<file path="src/rtl/cpu_pkg.sv">
// Shared definitions for the fetch/decode stage: opcodes, ALU selects and the
// control word handed to the single-cycle datapath.
package cpu_pkg;

    localparam logic [3:0] OP_NOP  = 4'h0;
    localparam logic [3:0] OP_ADD  = 4'h1;
    localparam logic [3:0] OP_MUL  = 4'h2;
    localparam logic [3:0] OP_MOV  = 4'h3;
    localparam logic [3:0] OP_ADDI = 4'h4;
    localparam logic [3:0] OP_LD   = 4'h5;
    localparam logic [3:0] OP_ST   = 4'h6;
    localparam logic [3:0] OP_JMP  = 4'h7;
    localparam logic [3:0] OP_HALT = 4'h8;

    localparam logic [1:0] FS_PASS = 2'b00;
    localparam logic [1:0] FS_ADD  = 2'b01;
    localparam logic [1:0] FS_MUL  = 2'b10;

    typedef struct packed {
        logic [3:0] aa;
        logic [3:0] ba;
        logic [3:0] da;
        logic [3:0] addr;
        logic [3:0] imm;
        logic [1:0] fs;
        logic       mb;
        logic       md;
        logic       rw;
        logic       mw;
    } ctrl_t;

    localparam int unsigned CTRL_W = $bits(ctrl_t);

    typedef enum logic [1:0] {
        StIdle,
        StRun,
        StHalt
    } state_t;

    function automatic logic [15:0] zext4(logic [3:0] v);
        return {12'b0, v};
    endfunction

endpackage

</file>
<file path="src/rtl/fetch_decode_if.sv">
// Bundle between the fetch/decode stage and its environment: run control,
// instruction memory port and the datapath control word.
interface fetch_decode_if #(
    parameter int unsigned PC_W = 8
);

    logic            start;
    logic            stall;
    logic [PC_W-1:0] imem_addr;
    logic [15:0]     imem_rdata;
    logic [15:0]     AA;
    logic [15:0]     BA;
    logic [15:0]     DA;
    logic [15:0]     ADD;
    logic [15:0]     const_in;
    logic [1:0]      FS;
    logic            MB;
    logic            MD;
    logic            RW;
    logic            MW;
    logic            halted;
    logic            illegal;
    logic [15:0]     retired;

    modport master (
        input  start, stall, imem_rdata,
        output imem_addr, AA, BA, DA, ADD, const_in, FS, MB, MD, RW, MW,
               halted, illegal, retired
    );

    modport slave (
        output start, stall, imem_rdata,
        input  imem_addr, AA, BA, DA, ADD, const_in, FS, MB, MD, RW, MW,
               halted, illegal, retired
    );

endinterface

</file>
<file path="src/rtl/instr_decoder.sv">
// Combinational decode of one 16-bit instruction into a datapath control word
// plus flow-control flags.
module instr_decoder
    import cpu_pkg::*;
(
    input  logic [15:0]       instr,
    output logic [CTRL_W-1:0] ctrl,
    output logic              is_jmp,
    output logic              is_halt,
    output logic              is_illegal
);

    logic [3:0] op;
    logic [3:0] f_da;
    logic [3:0] f_aa;
    logic [3:0] f_lo;
    ctrl_t      c;

    assign op   = instr[15:12];
    assign f_da = instr[11:8];
    assign f_aa = instr[7:4];
    assign f_lo = instr[3:0];
    assign ctrl = c;

    always_comb begin
        c          = '0;
        is_jmp     = 1'b0;
        is_halt    = 1'b0;
        is_illegal = 1'b0;
        case (op)
            OP_NOP: begin
            end
            OP_ADD: begin
                c.fs = FS_ADD;
                c.rw = 1'b1;
                c.da = f_da;
                c.aa = f_aa;
                c.ba = f_lo;
            end
            OP_MUL: begin
                c.fs = FS_MUL;
                c.rw = 1'b1;
                c.da = f_da;
                c.aa = f_aa;
                c.ba = f_lo;
            end
            OP_MOV: begin
                c.fs = FS_PASS;
                c.rw = 1'b1;
                c.da = f_da;
                c.aa = f_aa;
            end
            OP_ADDI: begin
                c.fs  = FS_ADD;
                c.mb  = 1'b1;
                c.imm = f_lo;
                c.rw  = 1'b1;
                c.da  = f_da;
                c.aa  = f_aa;
            end
            OP_LD: begin
                c.md   = 1'b1;
                c.addr = f_lo;
                c.rw   = 1'b1;
                c.da   = f_da;
            end
            OP_ST: begin
                c.mw   = 1'b1;
                c.addr = f_lo;
                c.ba   = f_lo;
            end
            OP_JMP:  is_jmp  = 1'b1;
            OP_HALT: is_halt = 1'b1;
            default: is_illegal = 1'b1;
        endcase
    end

endmodule

</file>
<file path="src/rtl/fetch_decode.sv">
// Fetch/decode stage: PC, run/halt FSM, in-flight fetch tracking, registered
// control word and retired-instruction counter.
module fetch_decode
    import cpu_pkg::*;
#(
    parameter int unsigned PC_W     = 8,
    parameter int unsigned RESET_PC = 0
) (
    input  logic          clk,
    input  logic          reset,
    fetch_decode_if.master bus
);

    localparam logic [PC_W-1:0] RstPc = PC_W'(RESET_PC);

    state_t          state_q, state_d;
    logic [PC_W-1:0] pc_q, pc_d;
    logic [PC_W-1:0] f_pc_q, f_pc_d;
    logic            f_valid_q, f_valid_d;
    ctrl_t           ctrl_q, ctrl_d;
    logic            illegal_q, illegal_d;
    logic [15:0]     retired_q, retired_d;

    ctrl_t           dec_ctrl;
    logic            dec_jmp;
    logic            dec_halt;
    logic            dec_illegal;
    logic [PC_W-1:0] jmp_target;

    instr_decoder u_decoder (
        .instr      (bus.imem_rdata),
        .ctrl       (dec_ctrl),
        .is_jmp     (dec_jmp),
        .is_halt    (dec_halt),
        .is_illegal (dec_illegal)
    );

    assign jmp_target = PC_W'(bus.imem_rdata[7:0]);

    always_comb begin
        state_d   = state_q;
        pc_d      = pc_q;
        f_pc_d    = f_pc_q;
        f_valid_d = 1'b0;
        ctrl_d    = '0;
        illegal_d = illegal_q;
        retired_d = retired_q;
        unique case (state_q)
            StIdle: begin
                if (bus.start) begin
                    state_d = StRun;
                end
            end
            StRun: begin
                if (bus.stall) begin
                    // Drop the in-flight fetch and rewind so it is fetched again.
                    if (f_valid_q) begin
                        pc_d = f_pc_q;
                    end
                end else begin
                    pc_d      = pc_q + PC_W'(1);
                    f_pc_d    = pc_q;
                    f_valid_d = 1'b1;
                    if (f_valid_q) begin
                        if (dec_jmp) begin
                            pc_d      = jmp_target;
                            f_valid_d = 1'b0;
                        end else if (dec_halt) begin
                            pc_d      = pc_q;
                            f_valid_d = 1'b0;
                            state_d   = StHalt;
                        end else if (dec_illegal) begin
                            illegal_d = 1'b1;
                        end else if (dec_ctrl.rw || dec_ctrl.mw) begin
                            ctrl_d    = dec_ctrl;
                            retired_d = retired_q + 16'd1;
                        end
                    end
                end
            end
            StHalt: begin
            end
            default: state_d = StIdle;
        endcase
    end

    always_ff @(posedge clk) begin
        if (reset) begin
            state_q   <= StIdle;
            pc_q      <= RstPc;
            f_pc_q    <= RstPc;
            f_valid_q <= 1'b0;
            ctrl_q    <= '0;
            illegal_q <= 1'b0;
            retired_q <= '0;
        end else begin
            state_q   <= state_d;
            pc_q      <= pc_d;
            f_pc_q    <= f_pc_d;
            f_valid_q <= f_valid_d;
            ctrl_q    <= ctrl_d;
            illegal_q <= illegal_d;
            retired_q <= retired_d;
        end
    end

    assign bus.imem_addr = pc_q;
    assign bus.AA        = zext4(ctrl_q.aa);
    assign bus.BA        = zext4(ctrl_q.ba);
    assign bus.DA        = zext4(ctrl_q.da);
    assign bus.ADD       = zext4(ctrl_q.addr);
    assign bus.const_in  = zext4(ctrl_q.imm);
    assign bus.FS        = ctrl_q.fs;
    assign bus.MB        = ctrl_q.mb;
    assign bus.MD        = ctrl_q.md;
    assign bus.RW        = ctrl_q.rw;
    assign bus.MW        = ctrl_q.mw;
    assign bus.halted    = (state_q == StHalt);
    assign bus.illegal   = illegal_q;
    assign bus.retired   = retired_q;

endmodule

</file>
<file path="src/flat_wrapper.sv">
// flat-port wrapper written by rule: the top's interface ports become plain ports
module fetch_decode_flat import cpu_pkg::*;
#(
    parameter int unsigned PC_W     = 8,
    parameter int unsigned RESET_PC = 0
)
  (clk, reset, bus_start, bus_stall, bus_imem_rdata, bus_imem_addr, bus_AA, bus_BA, bus_DA, bus_ADD, bus_const_in, bus_FS, bus_MB, bus_MD, bus_RW, bus_MW, bus_halted, bus_illegal, bus_retired);
  fetch_decode_if #(.PC_W(PC_W)) bus_i ();
  input  logic clk;
  input  logic reset;
  input wire logic [$bits(bus_i.start)-1:0] bus_start;
  input wire logic [$bits(bus_i.stall)-1:0] bus_stall;
  input wire logic [$bits(bus_i.imem_rdata)-1:0] bus_imem_rdata;
  output wire logic [$bits(bus_i.imem_addr)-1:0] bus_imem_addr;
  output wire logic [$bits(bus_i.AA)-1:0] bus_AA;
  output wire logic [$bits(bus_i.BA)-1:0] bus_BA;
  output wire logic [$bits(bus_i.DA)-1:0] bus_DA;
  output wire logic [$bits(bus_i.ADD)-1:0] bus_ADD;
  output wire logic [$bits(bus_i.const_in)-1:0] bus_const_in;
  output wire logic [$bits(bus_i.FS)-1:0] bus_FS;
  output wire logic [$bits(bus_i.MB)-1:0] bus_MB;
  output wire logic [$bits(bus_i.MD)-1:0] bus_MD;
  output wire logic [$bits(bus_i.RW)-1:0] bus_RW;
  output wire logic [$bits(bus_i.MW)-1:0] bus_MW;
  output wire logic [$bits(bus_i.halted)-1:0] bus_halted;
  output wire logic [$bits(bus_i.illegal)-1:0] bus_illegal;
  output wire logic [$bits(bus_i.retired)-1:0] bus_retired;
  assign bus_i.start = bus_start;
  assign bus_i.stall = bus_stall;
  assign bus_i.imem_rdata = bus_imem_rdata;
  assign bus_imem_addr = bus_i.imem_addr;
  assign bus_AA = bus_i.AA;
  assign bus_BA = bus_i.BA;
  assign bus_DA = bus_i.DA;
  assign bus_ADD = bus_i.ADD;
  assign bus_const_in = bus_i.const_in;
  assign bus_FS = bus_i.FS;
  assign bus_MB = bus_i.MB;
  assign bus_MD = bus_i.MD;
  assign bus_RW = bus_i.RW;
  assign bus_MW = bus_i.MW;
  assign bus_halted = bus_i.halted;
  assign bus_illegal = bus_i.illegal;
  assign bus_retired = bus_i.retired;
  fetch_decode #(.PC_W(PC_W), .RESET_PC(RESET_PC)) u_core (.clk(clk), .reset(reset), .bus(bus_i));
endmodule
</file>
<file path="config.mk">
export PLATFORM = sky130hd
export DESIGN_NAME = fetch_decode_flat
export DESIGN_NICKNAME = d
export VERILOG_FILES = /design/src/rtl/cpu_pkg.sv /design/src/rtl/fetch_decode_if.sv /design/src/rtl/instr_decoder.sv /design/src/rtl/fetch_decode.sv /design/src/flat_wrapper.sv
export SDC_FILE = /design/constraint.sdc
export NUM_CORES = 1
export LEC_CHECK = 0
export ABC_CLOCK_PERIOD_IN_PS = 7600
export BUFFER_PORTS_ARGS = -buffer_cell sky130_fd_sc_hd__buf_2
export CAP_MARGIN = 25
export CELL_PAD_IN_SITES_DETAIL_PLACEMENT = 0
export CELL_PAD_IN_SITES_GLOBAL_PLACEMENT = 2
export CORE_MARGIN = 1.5
export CORE_UTILIZATION = 28
export CTS_CLUSTER_SIZE = 12
export DETAILED_ROUTE_END_ITERATION = 7
export PLACE_DENSITY = 0.92
export REMOVE_ABC_BUFFERS = 1
export SETUP_SLACK_MARGIN = 0.15
export SYNTH_ARGS = -nofsm -noshare
export SYNTH_HDL_FRONTEND = slang
export SYNTH_SLANG_ARGS = --single-unit
</file>
<file path="constraint.sdc">
create_clock -name clk -period 7.6 [get_ports clk]
set_input_delay 1.9 -clock clk [delete_from_list [all_inputs] [get_ports clk]]
set_output_delay 1.9 -clock clk [all_outputs]
set_load 0.05 [all_outputs]
</file>
* Word level (Yosys, flattened, before mapping) *
Index checks and enable logic that the tools add are counted.

word-level totals
  register bits = 62
  bits in latches = 0
  memory bits (writable) = 0
  ROM bits = 0
  output and inout bits = 112
  word-level logic and storage cells = 90
  memories kept = 0

operators by class
  $add $sub $neg = 2
  $mul = 0
  div/mod/pow operators = 0
  $lt $le $gt $ge = 0
  equal/unequal tests = 17
  shifts and indexed selects = 0
  mux-type cells = 21
  bitwise gates (word level) = 13
  reductions and logical operators = 21

operator list
  kind                                                             number
  9-bit OR reduction                                               6
  8-bit 2-to-1 mux                                                 5
  16-bit by 1-bit adder with 16-bit output, second input constant  1
  4-bit by 3-bit == test with 1-bit output, second input constant  4
  1-bit NOT                                                        13
  6-bit AND reduction                                              2
  2-bit 2-to-1 mux                                                 5
  1-bit 2-to-1 mux                                                 9
  8-bit by 1-bit adder with 8-bit output, second input constant    1
  4-bit by 2-bit == test with 1-bit output, second input constant  2
  8-bit OR reduction                                               1
  7-bit AND reduction                                              1
  2-bit by 1-bit != test with 1-bit output, second input constant  3
  2-bit != test, second input constant                             3
  2-bit case mux with 3 select lines                               1
  3-bit OR reduction                                               2
  5-bit OR reduction                                               1
  4-bit by 1-bit == test with 1-bit output, second input constant  1
  4-bit == test, second input constant                             1
  4-bit logical NOT                                                1
  4-bit != test, second input constant                             1
  2-bit case mux with 2 select lines                               1
  2-bit OR reduction                                               2
  4-bit OR reduction                                               1
  other kinds (6)                                                  6

* Logic depth before layout (Yosys ltp) *
Gate-level depths: netlist of run 1.

  depth after elaboration = 7
  depth in mapped cells = 7

* Cells and area by module *
A second synthesis of run 1 with hierarchy kept.

second synthesis, totals
  cell total of the unflattened synthesis = 376
  area total of the unflattened synthesis = 3,284.4 um^2

modules (own cells, without submodules)
  module         instances  cells an instance  area an instance (um^2)  seq. area each (um^2)
  fetch_decode   1          330                2,937.8                  1,241.2
  instr_decoder  1          46                 346.6                    0.0

* Worst setup path after synthesis of run 1 *
OpenSTA, ideal clock, no wires.

  path kind = input -> register
  start point = input port bus_stall
  end point = register u_core.retired_q[13], in the netlist u_core.bus.retired[13]
  library setup time = 0.123 ns
  data arrival time = 3.689 ns
  slack = 3.788 ns
  stages on the path = 6
  buffers on the path = 2
  cells stage by stage = or3b_1 buf_2 or4_4 clkbuf_1 nor4b_2 mux2_1

on the way
  longest elaborated chain between the ends = 2

ends and longest elaborated chain
  item                           RTL line             source
  start, declared                flat_wrapper.sv:12   input wire logic [$bits(bus_i.stall)-1:0] bus_stall;
  1-bit NOT (no line)            n/a
  7-bit AND reduction (no line)  n/a
  end signal, assigned           fetch_decode.sv:103  retired_q <= retired_d;
  end, declared                  fetch_decode.sv:22   logic [15:0] retired_q, retired_d;

Every way passes these cells.
A chain may end at the register's enable or synchronous reset.

* Worst setup path after layout of run 1 *
  start point = input port bus_stall
  end point = register u_core.retired_q[11], in the netlist u_core.bus.retired[11]

The elaborated chain is that of the path after synthesis.

==> results.json, run 1 <==
{
  "chipWidth_um": 108,
  "final_nets": 455,
  "portion_of_the_clock_cycle_consumed_by_the_worst_path_in_the_final_layout_pct": 52.6,
  "cellLeakagePower_uw": 0.00154,
  "total_power_uw": 844,
  "ctsRootBufferMaster": "sky130_fd_sc_hd__clkbuf_8",
  "shortest_period_the_worst_path_allows_ns": 4.00,
  "critical-path-slowest-cell": "sky130_fd_sc_hd__or4_4",
  "postRouteAntennaNets": 0,
  "final_max_slew_viol_count": 0,
  "floorplan.die_area_sq_um": 11800,
  "grt_pass1_wl_mm": 11.8,
  "power.sequential.fraction_pct": 39.7,
  "clock_tree.htree_level_count": 3,
  "grt_util_all_layers_pct": 12.9,
  "core-area_sq_um": 10800,
  "worstMarginPinSlew_ns": 0.798,
  "cellPowerDensity_nw_per_um2": 234,
  "die_height_um": 108,
  "total_clock_buffers_created_by_cts": 9,
  "max_cap_violations": 0,
  "post-cts-setup-buffers": 0,
  "num_io_pins": 132,
  "intPower_uw": 603,
  "pre_cts_slack_ns": 3.28,
  "cts_tree": "built",
  "diodes": 0,
  "ctsResizeCount": 0,
  "max_freq_mhz": 250,
  "setup_viol": 0,
  "postSynthAreaPerCell_sq_um": 8.37,
  "worst-path-max-fanout": 29,
  "use_met3_pct": 3.56,
  "layout.area.seq_sq_um": 1240,
  "critPathLaunchType": "input pin",
  "area_growth_syn_to_layout_pct": 15.6,
  "gp_congestion": 0.753,
  "n_fill_cell": 1174,
  "final_area_sq_um": 3600,
  "detailed_place.area_sq_um": 3330,
  "fp-row-count": 38,
  "critPathKind": "in -> reg",
  "async_reset_ff_share_pct": 0,
  "combinational_cell_fraction_of_total_power_pct": 13.4,
  "vias": 2658,
  "family_with_the_most_delay_on_the_worst_path": "simple AND/OR/NAND/NOR gates",
  "post_drt_wl_per_cell_um": 12.8,
  "dp.final_hpwl_mm": 5.36,
  "vias_in_the_first_global_route": 2359,
  "power.share.switching_pct": 28.5,
  "number_of_detailed_route_iterations_in_the_first_pass": 4,
  "fraction_of_final_layout_cells_with_drive_strength_greater_than_1_pct": 20.8,
  "whs_ns": 0.459,
  "critical-path-max-stage-delay_ns": 0.79,
  "avgViaCountPerCell": 4.60,
  "clock_power_share_pct": 46.9,
  "busiest_layer": "met2",
  "end_kind": "flip-flop",
  "cts_hold_buffers": 0,
  "hold_path_class": "reg -> reg",
  "initial_core_util_pct": 28.7,
  "gr-usage-met2_pct": 20.8,
  "initial_antenna_violation_count": 0,
  "synth-edff-count": 0,
  "grtUsageMet1_pct": 16.6,
  "netlist_area_sq_um": 3110,
  "cts.path.max_buffers": 2,
  "ys.flop_type": "sky130_fd_sc_hd__dfxtp_1",
  "detail_route.drc_violations": 0,
  "port_buffer_count": 71,
  "globalRoute.totalOverflow": 0,
  "timing_hold_violations_final": 0,
  "multi_input_comb_area_sq_um": 1510,
  "ys.warnings.count": 0,
  "cp_data_required_time_ns": 7.87,
  "seq_area_frac_synth_pct": 39.9,
  "status": "finished, final reports clean",
  "p_sw_uw": 241,
  "max_transition_margin_pct": 46.8,
  "worstSkewPairLatency_ns": 0.35,
  "syn_inst": 372,
  "cts.reportedPaths.clkPinSlew_ns": 0.07,
  "flip_flop_and_latch_count_after_synthesis": 62,
  "rsz_0062_raised_after_global_routing": "false",
  "ys_types": 48,
  "skew_ns": 0.00767,
  "largest_net_degree_at_the_start_of_global_routing": 43,
  "setup_total_negative_slack_ns": 0,
  "vdd_drop_max_mv": 0.0954,
  "crit_arrival_ns": 4.27,
  "cts_num_sinks": 62,
  "wl_mm": 7.43,
  "worstPathCellList": "buf_2 -> or3b_1 -> or4_4 -> or4_1 -> a21oi_1",
  "finalWorstSetupSlack_ns": 3.60,
  "path_buf_inv": 1,
  "dr.first_iter.drc_count": 108
}
[power groups by stage]
| stage | sequential [uW] | combinational (uW) | clock [uW] |
|---|---|---|---|
| global placement | 343 | 112 | 0 |
| detailed placement | 343 | 112 | 0 |
| floorplan | 351 | 81.5 | 0 |
| global route | 336 | 119 | 418 |
| CTS | 335 | 113 | 402 |
| finish | 335 | 113 | 396 |
[cells in the final DEF, fill, tap and decap left out, types with 6 or more instances in the layout]
cell                       count
sky130_fd_sc_hd__or4_1        12
sky130_fd_sc_hd__inv_1        14
sky130_fd_sc_hd__a311oi_1      6
sky130_fd_sc_hd__o31ai_1      13
sky130_fd_sc_hd__nand3_1      14
sky130_fd_sc_hd__dfxtp_1      62
sky130_fd_sc_hd__and2_1       12
sky130_fd_sc_hd__conb_1       60
sky130_fd_sc_hd__clkbuf_8     10
sky130_fd_sc_hd__nor2_1       26
sky130_fd_sc_hd__nor3_1       13
sky130_fd_sc_hd__a21oi_1      25
sky130_fd_sc_hd__buf_2        71
sky130_fd_sc_hd__nand2_1      30
[area by class of cell]
type                            count  share of cell area (%)
Timing Repair Buffer               71                    9.87
Multi-Input combinational cell    275                    41.8
Sequential cell                    62                    34.5
Clock buffer                       10                    3.82
Clock inverter                      6                    3.68
Tap cell                          140                    4.87
Inverter                           14                    1.46
[state kept, by name (all words and copies together) (netlist names)]
signal / count
u_core.bus.MD: 1
u_core.bus.retired: 16
u_core.bus.imem_addr: 8
u_core.bus.MW: 1
u_core.bus.FS: 2
u_core.bus.ADD: 4
u_core.bus.DA: 4
u_core.bus.illegal: 1
u_core.bus.const_in: 4
u_core.f_valid_q: 1
u_core.f_pc_q: 8
u_core.bus.MB: 1
u_core.bus.AA: 4
u_core.bus.RW: 1
u_core.bus.BA: 4
u_core.state_q: 2
[final timing paths]
check	start	end	slack (ns)	cells after the start
max	bus_stall	u_core.bus.retired[11]	3.60	5
min	u_core.f_pc_q[2]	u_core.f_pc_q[2]	0.46	2
max reg2reg	u_core.state_q[0]	u_core.bus.retired[11]	5.04	4
min reg2reg	u_core.f_pc_q[2]	u_core.f_pc_q[2]	0.46	2
[worst reg2reg max path, delay by kind of cell (launching register included)]
| kind | cells | cell delay [ns] |
|---|---|---|
| simple gates | 3 | 1.96 |
| flops | 1 | 0.38 |
| compound gates | 1 | 0.15 |
[metal layers]
layer	part of all wire [%]	wire length (um)	vias up
met4	1.6	116	0
met2	46	3400	105
met3	7.3	540	14
li1	-	-	1304
met5	0	0	-
met1	45	3370	1235
[cells by family (layout without fill, tap and decap cells)]
logic type | count (synthesis) | after routing | synth area share, %
buf+inv | 94 | 101 | 18.9
xor+xnor | 6 | 6 | 1.69
flops | 62 | 62 | 39.9
simple gates | 140 | 140 | 24.1
mux | 2 | 2 | 0.683
fa+ha+maj | 2 | 2 | 0.804
compound gates | 65 | 65 | 13.9
other cells | 1 | 60 | 0.120
[synthesized netlist by cell type (4+ instances only)]
library cell	count	area, sq um
sky130_fd_sc_hd__nor2b_1	4	25.0
sky130_fd_sc_hd__a21oi_1	25	125
sky130_fd_sc_hd__and2_1	12	75.1
sky130_fd_sc_hd__nor2_1	26	97.6
sky130_fd_sc_hd__inv_1	14	52.6
sky130_fd_sc_hd__clkbuf_1	16	60.1
sky130_fd_sc_hd__nand2_1	30	113
sky130_fd_sc_hd__buf_4	60	450
sky130_fd_sc_hd__or4_1	12	90.1
sky130_fd_sc_hd__nand4_1	5	31.3
sky130_fd_sc_hd__o31ai_1	13	97.6
sky130_fd_sc_hd__a311oi_1	6	52.6
sky130_fd_sc_hd__dfxtp_1	62	1240
sky130_fd_sc_hd__nand3_1	14	70.1
sky130_fd_sc_hd__a31oi_1	4	25.0
sky130_fd_sc_hd__or3_1	5	31.3
sky130_fd_sc_hd__xor2_1	5	43.8
sky130_fd_sc_hd__nor3_1	13	65.1
[stage by stage]
stage / instances / utilization, %
CTS: 578 / 33.2
global placement: 562 / 30.7
finish: 578 / 33.2
floorplan: 351 / -
global route: 578 / 33.2
detailed placement: 562 / 30.7
Note: power is estimated with default switching activity, not from simulation.
==> inputs of run 2 (changes only) <==
Settings changed: ABC_CLOCK_PERIOD_IN_PS 7600 to 4000, CORE_UTILIZATION 28 to 26, PLACE_DENSITY 0.92 to 0.87.
Clock period 7.6 ns to 4 ns, I/O delays scaled along.
==> results.json, run 2 (synthesis results as in run 1) <==
{
  "postRouteAntennaNets": 0,
  "num_io_pins": 132,
  "portion_of_the_clock_cycle_consumed_by_the_worst_path_in_the_final_layout_pct": 70.4,
  "largest_net_degree_at_the_start_of_global_routing": 39,
  "dp.final_hpwl_mm": 5.69,
  "die_height_um": 112,
  "cts_hold_buffers": 0,
  "number_of_detailed_route_iterations_in_the_first_pass": 8,
  "status": "finished with violations",
  "globalRoute.totalOverflow": 0,
  "grt_pass1_wl_mm": 12.7,
  "post_drt_wl_per_cell_um": 13.5,
  "path_buf_inv": 1,
  "total_clock_buffers_created_by_cts": 9,
  "violations": "DRC",
  "fp-row-count": 39,
  "cellPowerDensity_nw_per_um2": 460,
  "max_cap_violations": 0,
  "diodes": 0,
  "power.share.switching_pct": 27.8,
  "port_buffer_count": 71,
  "final_area_sq_um": 3660,
  "dr.first_iter.drc_count": 197,
  "floorplan.die_area_sq_um": 12600,
  "final_max_slew_viol_count": 0,
  "rr_startpoint": "u_core.state_q[0]",
  "cp_data_required_time_ns": 4.25,
  "cts_tree": "built",
  "timing_hold_violations_final": 0,
  "cellLeakagePower_uw": 0.00157,
  "min-delay-start": "u_core.f_pc_q[7]",
  "vias": 2705,
  "cts_num_sinks": 62,
  "critical-path-slowest-cell": "sky130_fd_sc_hd__or4_4",
  "total_power_uw": 1680,
  "vdd_drop_max_mv": 0.188,
  "clock_power_share_pct": 49.2,
  "ctsRootBufferMaster": "sky130_fd_sc_hd__clkbuf_16",
  "crit_path_start": "bus_stall",
  "p_sw_uw": 469,
  "detail_route.drc_violations": 6,
  "intPower_uw": 1220,
  "fraction_of_final_layout_cells_with_drive_strength_greater_than_1_pct": 20.7,
  "critPathLaunchType": "input pin",
  "area_growth_syn_to_layout_pct": 17.7,
  "wl_mm": 7.85,
  "n_fill_cell": 1237,
  "skew_ns": 0.00313,
  "worstSkewPairLatency_ns": 0.33,
  "vias_in_the_first_global_route": 2449,
  "cts.path.max_buffers": 2,
  "setup_viol": 0,
  "family_with_the_most_delay_on_the_worst_path": "simple AND/OR/NAND/NOR gates",
  "hold_path_class": "reg -> reg",
  "layout.cells.non_filler": 583,
  "max_freq_mhz": 355,
  "final_nets": 457,
  "initial_core_util_pct": 26.9,
  "grt_util_all_layers_pct": 12.9,
  "power.sequential.fraction_pct": 37.9,
  "clock_tree.htree_level_count": 3,
  "initial_antenna_violation_count": 0,
  "rsz_0062_raised_after_global_routing": "false",
  "end_kind": "flip-flop",
  "critical-path-max-stage-delay_ns": 0.71,
  "cts.reportedPaths.clkPinSlew_ns": 0.05,
  "placed_cells_incl_taps": 567,
  "max_transition_margin_pct": 43.2,
  "largest_register_ffs": 16,
  "core-area_sq_um": 11600,
  "critPathKind": "in -> reg",
  "setup_total_negative_slack_ns": 0,
  "most_frequent_standard_cell_in_the_layout_excluding_fill_and_tap_cells": "sky130_fd_sc_hd__buf_2",
  "mostFrequentLayoutCells": "sky130_fd_sc_hd__buf_2 (71), sky130_fd_sc_hd__dfxtp_1 (62), sky130_fd_sc_hd__conb_1 (60)",
  "combinational_cell_fraction_of_total_power_pct": 12.9,
  "shortest_period_the_worst_path_allows_ns": 2.82,
  "worstPathCellList": "buf_2 -> or3b_1 -> or4_4 -> or4_1 -> a21oi_1",
  "avgViaCountPerCell": 4.64,
  "worstMarginPinSlew_ns": 0.850,
  "worst-path-max-fanout": 29,
  "chipWidth_um": 112,
  "detailed_place.area_sq_um": 3350,
  "post-cts-setup-buffers": 0,
  "gp_congestion": 0.776,
  "crit_arrival_ns": 3.07,
  "ctsResizeCount": 0
}
-- run 2: cell count changes in the layout (fill, tap and decap cells not counted) --
cell                         before  now
sky130_fd_sc_hd__buf_4            0    2
sky130_fd_sc_hd__bufinv_16        4    2
sky130_fd_sc_hd__clkbuf_1         0    2
sky130_fd_sc_hd__clkbuf_16        0    9
sky130_fd_sc_hd__clkbuf_8        10    1
sky130_fd_sc_hd__clkinv_2         1    2
sky130_fd_sc_hd__clkinvlp_4       1    0
-- run 2: worst paths after layout --
path                                  to  slack, ns  depth (start not counted)
setup / recovery  u_core.bus.retired[15]       1.18                          5
hold / removal          u_core.f_pc_q[7]       0.46                          2
setup reg to reg  u_core.bus.retired[15]       1.72                          4
hold reg to reg         u_core.f_pc_q[7]       0.46                          2
-- run 2: per-layer routing --
layer,part of all wire (%),vias up,GRT usage (%)
met5,0,-,0
met4,1.3,0,3.80
met3,7.6,10,4.91
met2,47,111,20.9
met1,44,1276,15.9
li1,-,1308,-
-- run 2: layout make-up --
class	instances	area, sq um	area share [%]
Clock buffer	12	246	6.73
Clock inverter	4	70.1	1.91
Inverter	14	52.6	1.43
Multi-Input combinational cell	275	1510	41.1
Sequential cell	62	1240	33.9
Tap cell	143	179	4.88
Timing Repair Buffer	73	370	10.1
-- run 2: power by group through the flow --
stage	logic (uW)	registers [uW]	clock network [uW]
4_1_cts	217	638	851
3_5_place_dp	217	652	0
5_1_grt	230	640	873
3_3_place_gp	215	652	0
6_report	217	639	828
2_1_floorplan	155	667	0
-- run 2: worst register-to-register path, cell delays in order (launching register included) --
cell	delay (ns)
sky130_fd_sc_hd__dfxtp_1	0.40
sky130_fd_sc_hd__or3b_1	0.38
sky130_fd_sc_hd__or4_4	0.71
sky130_fd_sc_hd__or4_1	0.55
sky130_fd_sc_hd__a21oi_1	0.17
-- run 2: stage by stage --
step / util [%] / worst slack [ns] / hold WS (ns)
global placement: 29.0 / 0.879 / 0.442
CTS: 31.7 / 1.19 / 0.456
detailed placement: 29.0 / 0.850 / 0.449
global route: 31.7 / 1.10 / 0.476
floorplan: - / 1.04 / 0.430
finish: 31.7 / 1.18 / 0.456
==> inputs of run 3 (changes only) <==
Settings changed: ABC_CLOCK_PERIOD_IN_PS 4000 to 2700.
Clock period 4 ns to 2.7 ns, I/O delays scaled along.
==> results.json, run 3 (synthesis results as in run 1) <==
{
  "most_frequent_standard_cell_in_the_layout_excluding_fill_and_tap_cells": "sky130_fd_sc_hd__buf_2",
  "end_kind": "flip-flop",
  "rsz_0062_raised_after_global_routing": "false",
  "timing_hold_violations_final": 0,
  "wl_mm": 7.82,
  "max_transition_margin_pct": 46.5,
  "pre_cts_slack_ns": 0.0323,
  "gp_congestion": 0.734,
  "cts_hold_buffers": 0,
  "post-cts-setup-buffers": 0,
  "vias": 2686,
  "shortest_period_the_worst_path_allows_ns": 2.33,
  "detailed_place.area_sq_um": 3370,
  "largest_net_degree_at_the_start_of_global_routing": 39,
  "dr.first_iter.drc_count": 198,
  "cts.path.max_buffers": 2,
  "skew_ns": 0.0102,
  "avgViaCountPerCell": 4.59,
  "floorplan.die_area_sq_um": 12600,
  "port_buffer_count": 71,
  "cellLeakagePower_uw": 0.00159,
  "critPathKind": "in -> reg",
  "worst-path-max-fanout": 25,
  "chipWidth_um": 112,
  "diodes": 0,
  "setup_viol": 0,
  "critPathLaunchType": "input pin",
  "area_growth_syn_to_layout_pct": 18.6,
  "worstSkewPairLatency_ns": 0.33,
  "dp.final_hpwl_mm": 5.76,
  "finalWorstSetupSlack_ns": 0.369,
  "postRouteAntennaNets": 0,
  "violations": "DRC",
  "core-area_sq_um": 11600,
  "vias_in_the_first_global_route": 2363,
  "ctsRootBufferMaster": "sky130_fd_sc_hd__clkbuf_16",
  "grt_util_all_layers_pct": 12.6,
  "grt_pass1_wl_mm": 12.3,
  "initial_antenna_violation_count": 0,
  "final_max_slew_viol_count": 0,
  "fp-row-count": 39,
  "die_height_um": 112,
  "portion_of_the_clock_cycle_consumed_by_the_worst_path_in_the_final_layout_pct": 86.3,
  "globalRoute.totalOverflow": 0,
  "max_freq_mhz": 429,
  "mostFrequentLayoutCells": "sky130_fd_sc_hd__buf_2 (71), sky130_fd_sc_hd__dfxtp_1 (62), sky130_fd_sc_hd__conb_1 (60)",
  "cts.reportedPaths.clkPinSlew_ns": 0.06,
  "clock_tree.htree_level_count": 3,
  "final_area_sq_um": 3690,
  "ctsResizeCount": 0,
  "post_drt_wl_per_cell_um": 13.4,
  "worstMarginPinSlew_ns": 0.801,
  "hold_path_class": "reg -> reg",
  "initial_core_util_pct": 26.9,
  "cts_num_sinks": 62,
  "status": "finished with violations",
  "number_of_detailed_route_iterations_in_the_first_pass": 8,
  "total_clock_buffers_created_by_cts": 9,
  "largest_register_ffs": 16,
  "cts_tree": "built",
  "num_io_pins": 132,
  "setup_total_negative_slack_ns": 0,
  "crit_arrival_ns": 2.54,
  "max_cap_violations": 0,
  "fraction_of_final_layout_cells_with_drive_strength_greater_than_1_pct": 21.5,
  "detail_route.drc_violations": 8,
  "final_nets": 460,
  "cellPowerDensity_nw_per_um2": 682,
  "cp_data_required_time_ns": 2.91,
  "vdd_drop_max_mv": 0.249
}
run 3: metrics by stage:
stage	total power [uW]	std cells	hold slack (ns)	utilization, %
2_1_floorplan	1220	351	0.430	-
3_3_place_gp	1290	570	0.442	29.1
3_5_place_dp	1290	570	0.448	29.1
4_1_cts	2550	585	0.456	31.9
5_1_grt	2620	585	0.472	31.9
6_report	2520	585	0.454	31.9
run 3: critical path, stage by stage:
cell                      delay (ns)
sky130_fd_sc_hd__buf_2          0.11
sky130_fd_sc_hd__or3b_1         0.39
sky130_fd_sc_hd__or4_4          0.70
sky130_fd_sc_hd__nor4b_2        0.31
sky130_fd_sc_hd__mux2_1         0.35
run 3: where the power goes:
group | switching (uW) | internal (uW) | total (uW) | leakage (uW)
Sequential | 19.3 | 928 | 947 | 0.000501
Clock | 401 | 849 | 1250 | 0.000161
Combinational | 278 | 45.3 | 324 | 0.000928
run 3: layer usage:
layer | vias up | track usage, % | wire length, um | part of all wire, %
met1 | 1258 | 16.1 | 3640 | 47
li1 | 1322 | - | - | -
met3 | 11 | 3.73 | 446 | 5.7
met4 | 0 | 4.98 | 152 | 1.9
met5 | - | 0 | 0 | 0
met2 | 95 | 19.9 | 3580 | 46
run 3: final timing paths:
| path | start | depth (start not counted) | end | slack [ns] |
|---|---|---|---|---|
| worst max-delay path | bus_stall | 5 | u_core.bus.retired[13] | 0.37 |
| worst min-delay path | u_core.f_pc_q[5] | 2 | u_core.f_pc_q[5] | 0.45 |
| worst max register to register | u_core.state_q[0] | 4 | u_core.bus.retired[13] | 0.41 |
| worst min register to register | u_core.f_pc_q[5] | 2 | u_core.f_pc_q[5] | 0.45 |
run 3: layout make-up:
| type | count | area (sq um) |
|---|---|---|
| clock buffers | 11 | 253 |
| clock inverters | 4 | 70.1 |
| fillers | 1236 | 7870 |
| inverters | 14 | 52.6 |
| multi-input cells | 275 | 1510 |
| flip-flops and latches | 62 | 1240 |
| well taps | 143 | 179 |
| repair buffers | 76 | 393 |
